[src/rtl/alu_seq_pkg.sv]
// Shared definitions for the ALU micro-op sequencer: FSM states, micro-op
// field layout and the ALU_Sel codes used by software and benches.
package alu_seq_pkg;

  typedef enum logic [1:0] {IDLE, EXEC, RESP} seq_state_t;

  localparam int F_SEL_MSB = 31, F_SEL_LSB = 28;
  localparam int F_RD_MSB  = 27, F_RD_LSB  = 23;
  localparam int F_RS1_MSB = 22, F_RS1_LSB = 18;
  localparam int F_RS2_MSB = 17, F_RS2_LSB = 13;
  localparam int F_SH_MSB  = 12, F_SH_LSB  = 8;
  localparam int F_WE      = 7;
  localparam int F_SOZ     = 6;
  localparam int F_RPT_MSB = 5,  F_RPT_LSB = 0;

  localparam logic [3:0] ALU_ADD = 4'h0;
  localparam logic [3:0] ALU_SUB = 4'h1;
  localparam logic [3:0] ALU_AND = 4'h2;
  localparam logic [3:0] ALU_OR  = 4'h3;
  localparam logic [3:0] ALU_XOR = 4'h4;
  localparam logic [3:0] ALU_SLL = 4'h5;
  localparam logic [3:0] ALU_SRL = 4'h6;
  localparam logic [3:0] ALU_SLT = 4'h7;

  typedef struct packed {
    logic [3:0] alu_sel;
    logic [4:0] rd;
    logic [4:0] rs1;
    logic [4:0] rs2;
    logic [4:0] shamt;
    logic       we;
    logic       soz;
    logic [5:0] rpt;
  } uop_t;

endpackage

[src/rtl/alu_op_decoder.sv]
// Combinational field extraction of a 32-bit micro-op word.
module alu_op_decoder
  import alu_seq_pkg::*;
(
  input  logic [31:0] i_word,
  output uop_t        o_uop
);

  always_comb begin
    o_uop         = '0;
    o_uop.alu_sel = i_word[F_SEL_MSB:F_SEL_LSB];
    o_uop.rd      = i_word[F_RD_MSB:F_RD_LSB];
    o_uop.rs1     = i_word[F_RS1_MSB:F_RS1_LSB];
    o_uop.rs2     = i_word[F_RS2_MSB:F_RS2_LSB];
    o_uop.shamt   = i_word[F_SH_MSB:F_SH_LSB];
    o_uop.we      = i_word[F_WE];
    o_uop.soz     = i_word[F_SOZ];
    o_uop.rpt     = i_word[F_RPT_MSB:F_RPT_LSB];
  end

endmodule

[src/rtl/alu_op_sequencer.sv]
// Micro-op sequencer: latches a micro-op, drives the register-file/ALU controls
// for 1..2^RPT_W iterations (optional stop-on-zero) and returns the last result.
module alu_op_sequencer
  import alu_seq_pkg::*;
#(
  parameter int DATA_W = 32,
  parameter int REG_AW = 5,
  parameter int RPT_W  = 6
) (
  input  logic              clk,
  input  logic              rst,
  input  logic              instr_valid,
  output logic              instr_ready,
  input  logic [31:0]       instr_data,
  output logic              rsp_valid,
  input  logic              rsp_ready,
  output logic [DATA_W-1:0] rsp_result,
  output logic              rsp_zero,
  output logic [RPT_W:0]    rsp_iters,
  output logic              busy,
  output logic [REG_AW-1:0] read_reg1,
  output logic [REG_AW-1:0] read_reg2,
  output logic [REG_AW-1:0] write_reg,
  output logic [3:0]        ALU_Sel,
  output logic [4:0]        Shamt,
  output logic              write_enable,
  input  logic [DATA_W-1:0] ALU_result,
  input  logic              Zero_flag
);

  seq_state_t        r_state, w_next;
  uop_t              r_uop, w_dec;
  logic [RPT_W:0]    r_cnt;
  logic [DATA_W-1:0] r_result;
  logic              r_zero;
  logic              w_accept, w_last;

  alu_op_decoder u_dec (
    .i_word (instr_data),
    .o_uop  (w_dec)
  );

  assign w_accept = instr_valid & instr_ready;
  // Count is pre-increment, so r_cnt == rpt marks the (rpt+1)-th iteration.
  assign w_last   = (r_cnt == {1'b0, r_uop.rpt}) | (r_uop.soz & Zero_flag);

  always_comb begin
    w_next = r_state;
    case (r_state)
      IDLE:    if (w_accept)  w_next = EXEC;
      EXEC:    if (w_last)    w_next = RESP;
      RESP:    if (rsp_ready) w_next = IDLE;
      default: w_next = IDLE;
    endcase
  end

  always_ff @(posedge clk or negedge rst) begin
    if (!rst) begin
      r_state  <= IDLE;
      r_uop    <= '0;
      r_cnt    <= '0;
      r_result <= '0;
      r_zero   <= 1'b0;
    end else begin
      r_state <= w_next;
      if (w_accept) begin
        r_uop <= w_dec;
        r_cnt <= '0;
      end
      if (r_state == EXEC) begin
        r_cnt    <= r_cnt + 1'b1;
        r_result <= ALU_result;
        r_zero   <= Zero_flag;
      end
    end
  end

  // write_enable depends only on registered state so reset kills it at once.
  assign write_enable = (r_state == EXEC) & r_uop.we;
  assign instr_ready  = (r_state == IDLE);
  assign busy         = (r_state != IDLE);
  assign rsp_valid    = (r_state == RESP);
  assign rsp_result   = r_result;
  assign rsp_zero     = r_zero;
  assign rsp_iters    = r_cnt;
  assign read_reg1    = r_uop.rs1;
  assign read_reg2    = r_uop.rs2;
  assign write_reg    = r_uop.rd;
  assign ALU_Sel      = r_uop.alu_sel;
  assign Shamt        = r_uop.shamt;

endmodule

[config.mk]
export PLATFORM = sky130hd
export DESIGN_NAME = alu_op_sequencer
export DESIGN_NICKNAME = d
export VERILOG_FILES = /design/src/rtl/alu_seq_pkg.sv /design/src/rtl/alu_op_decoder.sv /design/src/rtl/alu_op_sequencer.sv
export SDC_FILE = /design/constraint.sdc
export NUM_CORES = 1
export LEC_CHECK = 0
export BUFFER_PORTS_ARGS = -buffer_cell sky130_fd_sc_hd__buf_2
export CAP_MARGIN = 20
export CELL_PAD_IN_SITES_DETAIL_PLACEMENT = 1
export CELL_PAD_IN_SITES_GLOBAL_PLACEMENT = 2
export CORE_MARGIN = 4
export CORE_UTILIZATION = 27
export DETAILED_ROUTE_END_ITERATION = 8
export PLACE_DENSITY = 0.85
export SYNTH_ARGS = -nofsm -noshare
export SYNTH_HDL_FRONTEND = slang
export SYNTH_SLANG_ARGS = --single-unit
[constraint.sdc]
create_clock -name clk -period 1.7 [get_ports clk]
set_input_delay 0.34 -clock clk [delete_from_list [all_inputs] [get_ports clk]]
set_output_delay 0.34 -clock clk [all_outputs]
set_load 0.1 [all_outputs]
After elaboration in Yosys (flattened, before gate mapping)
Cells that the tools add are included.
{"block": "op_classes", "n_mux": 6, "n_bitwise": 4, "eq_ne": 6, "n_reduce_logical": 4, "addsub": 1}
{"cell": "$mux 7", "count": 2}
{"cell": "$add 7x1->7 const B", "count": 1}
{"cell": "$eq 7x6->1", "count": 1}
{"cell": "$mux 2", "count": 3}
{"cell": "$pmux 2 s3", "count": 1}
{"cell": "$ne 2x1->1 const B", "count": 2}
{"cell": "$reduce_bool 2->1", "count": 2}
{"cell": "$and 1x1->1", "count": 3}
{"cell": "$reduce_and 3->1", "count": 1}
{"cell": "$eq 2x1->1 const B", "count": 1}
{"cell": "$eq 2x2->1 const B", "count": 1}
{"cell": "$logic_not 2->1", "count": 1}
{"cell": "$ne 2x2->1 const B", "count": 1}
{"cell": "$or 1x1->1", "count": 1}
{"block": "totals", "input_bits": 69, "elab_cells": 33, "register_bits": 74, "output_inout_bits": 68}

Longest topological paths before layout
{"block": "logic_depth", "ltp_word": 4, "ltp_mapped": 5, "ltp_nobuf": 4}

Hierarchy
Synthesis repeated with hierarchy kept, for this count alone.
{"block": "unflattened", "cells_unflattened": 324, "area_unflattened_um2": 3425.8}
{"module": "alu_op_sequencer", "instances": 1, "cells_each": 292, "area_per_inst_um2": 3185.6, "seq_area_each_um2": 1851.8}
{"module": "alu_op_decoder", "instances": 1, "cells_each": 32, "area_per_inst_um2": 240.2, "seq_area_each_um2": 0.0}

Worst setup path before layout
No wires, ideal clock.
{"block": "synth_path", "path_kind": "reg-to-output", "start": "register r_state[1]", "end": "output busy", "stages_incl_launch_ff": 3, "path_buffers": 0, "t_arrival_ns": 2.741, "required_ns": 1.360, "slack_ns": -1.381, "cell_sequence": "dfrtp_1 -> nor2_1 -> inv_1"}
{"block": "synth_via", "elab_chain_cells": 1}
{"element": "from (decl)", "line_no": "alu_op_sequencer.sv:31", "text": "seq_state_t r_state, w_next;"}
{"element": "from (signal assigned)", "line_no": "alu_op_sequencer.sv:65", "text": "r_state <= w_next;"}
{"element": "$reduce_bool 2->1", "line_no": "alu_op_sequencer.sv:81", "text": "assign busy = (r_state != IDLE);"}
{"element": "to (decl)", "line_no": "alu_op_sequencer.sv:20", "text": "output logic busy,"}
No other way between the ends.

Final worst setup path
{"block": "layout_path", "start": "register r_state[0]", "end": "output write_enable"}
{"block": "layout_via", "elab_chain_cells": 2}
{"element": "$eq 2x1->1", "line_no": "alu_op_sequencer.sv:79", "text": "assign write_enable = (r_state == EXEC) & r_uop.we;"}
{"element": "$and 1x1->1", "line_no": "alu_op_sequencer.sv:79"}
{"element": "to (decl)", "line_no": "alu_op_sequencer.sv:26", "text": "output logic write_enable,"}
No other way between the ends.

==> reports/metrics.yaml <==
outcome:
  status: "complete, no violations"
die:
  die_area_um2: 13600
  dieWidth_um: 116
  dieHeight_um: 116
  rows: 39
  core_area_um2: 11500
  io_pins: 137
  start_util_pct: 27.7
clocking:
  path_clk_slew_ns: 0.06
  cts_tree: "done"
  clkLatencyLatePin_ns: 0.33
  clock_tree.root_cell: "clkbuf_16"
  clock_sinks: 74
  cts_max_level: 3
  cts_buffers: 9
  clk_path_buf_depth: 2
cells_and_area:
  layout_commonest_cell: "nand2_1"
  final_cell_mix: "nand2_1, buf_2, dfrtp_1"
  instances_no_fill: 615
  final_cell_area_um2: 4230
  drive_gt1_share_pct: 38.1
  fin_nets: 538
  insertedDiodeCount: 0
  fillers: 1395
  largest_reg_flops: 32
  areaGrowthSynthToFinish_pct: 33.2
yosys:
  syn-instance-count: 343
  avgSynthCellArea_um2: 9.25
  async_flop_share_pct: 100
  synth_edf_count: 0
  synth_warnings: 0
  ys_types: 29
  synth.net_count: 413
  ys_seq_area_share_pct: 58.4
  syn_area_um2: 3170
  ys_ff_latch: 74
  synth-main-ff-cell: "dfrtp_1"
placement:
  dpl_cell_area_um2: 3940
  gp_congestion: 0.776
  dp.cells: 597
  numPortBuffers: 136
  dp_hpwl_um: 6700
detailed_routing:
  remaining_drc_errors: 0
  wl_um: 8680
  via_per_inst: 4.31
  vias: 2648
  post_drt_wl_per_cell_um: 14.1
  firstDrtPassIters: 4
  final_antenna_net_count: 0
  drtIter0Drc: 82
sta:
  max_freq_mhz: 601
  period_needed_ns: 1.66
  slew_headroom_pct: 66.8
  worst_pin_slew_ns: 0.502
  hold_viol: 0
  rsz0062_at_grt: "yes"
  whs_ns: 0.199
  period_share_pct: 97.9
  fin_tns_setup_ns: 0
  setup_violations: 0
  finClkSkew_ns: 0.00512
  final_max_slew_viol_count: 0
grt:
  grt.overflow.total: 0
  grt_usage_pct: 13.3
  grt_max_degree: 34
  grt_pass1_wl_um: 13900
  grt_antenna_before_repair: 0
  first_global_vias: 2782
worst_setup_path:
  slowest_stage: "dfrtp_2"
  path_delay_family: "flip-flops"
  cp.arrival_ns: 1.32
  worstSetupPathType: "reg2out"
  cp_max_fo: 5
  cp-end-kind: "output port"
  worstPathCellList: "nor2b_4 -> and2_2 -> buf_12"
  start_kind: "flop"
  critPathMaxStageDelay_ns: 0.47
  crit_required_ns: 1.36
  critPathBufInv: 1
job:
  drv_cap: 0
hold_path:
  hp-class: "in2reg"
final timing paths:
check                               start              to  slack, ns  depth (start not counted)
max                            r_state[0]    write_enable       0.04                          3
min                        ALU_result[31]  rsp_result[31]       0.20                          3
max reg2reg                    r_state[1]    rsp_iters[2]       0.18                          4
min reg2reg                rsp_result[22]  rsp_result[22]       0.46                          2
max in group asynchronous             rst    read_reg2[3]       0.61                          3
min in group asynchronous             rst    write_reg[2]       0.50                          2
cells by family after synthesis:
family	count (synthesis)	synth area share, %
adder cells (fa/ha/maj)	1	0.394
AND/OR/NAND/NOR	197	24.5
flip-flops	74	58.4
buffers and inverters	41	9.62
XOR/XNOR	6	1.66
AO/OA/AOI/OAI	18	3.31
multiplexers	6	2.13
per-stage QoR:
step	utilization, %	setup slack [ns]
after global placement	34.3	0.169
after detailed placement	34.3	0.144
after CTS	36.7	0.0339
final	36.9	0.0353
after floorplan	-	-0.221
after global routing	36.9	-0.0162
worst reg2reg max path: cells and delay by family (launching register included):
family / cells / cell delay, ns
compound gates: 2 / 0.29
flops: 1 / 0.48
simple gates: 2 / 0.62
area by class of cell:
class | count | area (um^2) | area share (%)
flip-flops and latches | 74 | 1860 | 44.0
well taps | 143 | 179 | 4.23
clock buffers | 15 | 258 | 6.10
inverters | 3 | 11.3 | 0.266
multi-input cells | 228 | 1040 | 24.6
repair buffers | 152 | 878 | 20.8
repair_timing:
item,in CTS,in global routing
gates resized for setup,2,1
endpoints found under the hold margin,31,0
setup buffers,1,1
hold buffers,1,0
endpoints found under the setup margin,2,2
Yosys cell counts (3+ instances only):
master	n	area share, %
nand2_1	182	22
dfrtp_1	74	58
buf_4	25	5.9
buf_2	8	1.3
mux2_2	6	2.1
a21oi_1	5	0.79
o21ai_0	5	0.79
inv_1	3	0.35
nand3_1	3	0.47
nor2_1	3	0.35
xnor2_1	3	0.83
xor2_1	3	0.83
layer usage:
layer / track usage (%) / share of wire, % / routed length (um)
met4: 4.87 / 1.5 / 131
met5: 0 / 0 / 0
met3: 4.15 / 7.9 / 686
met1: 17.3 / 45 / 3870
met2: 20.9 / 46 / 3990
Power is left out: the tool's default activity adds up to more than one toggle a clock period on the data nets, which glitch-free logic cannot reach.
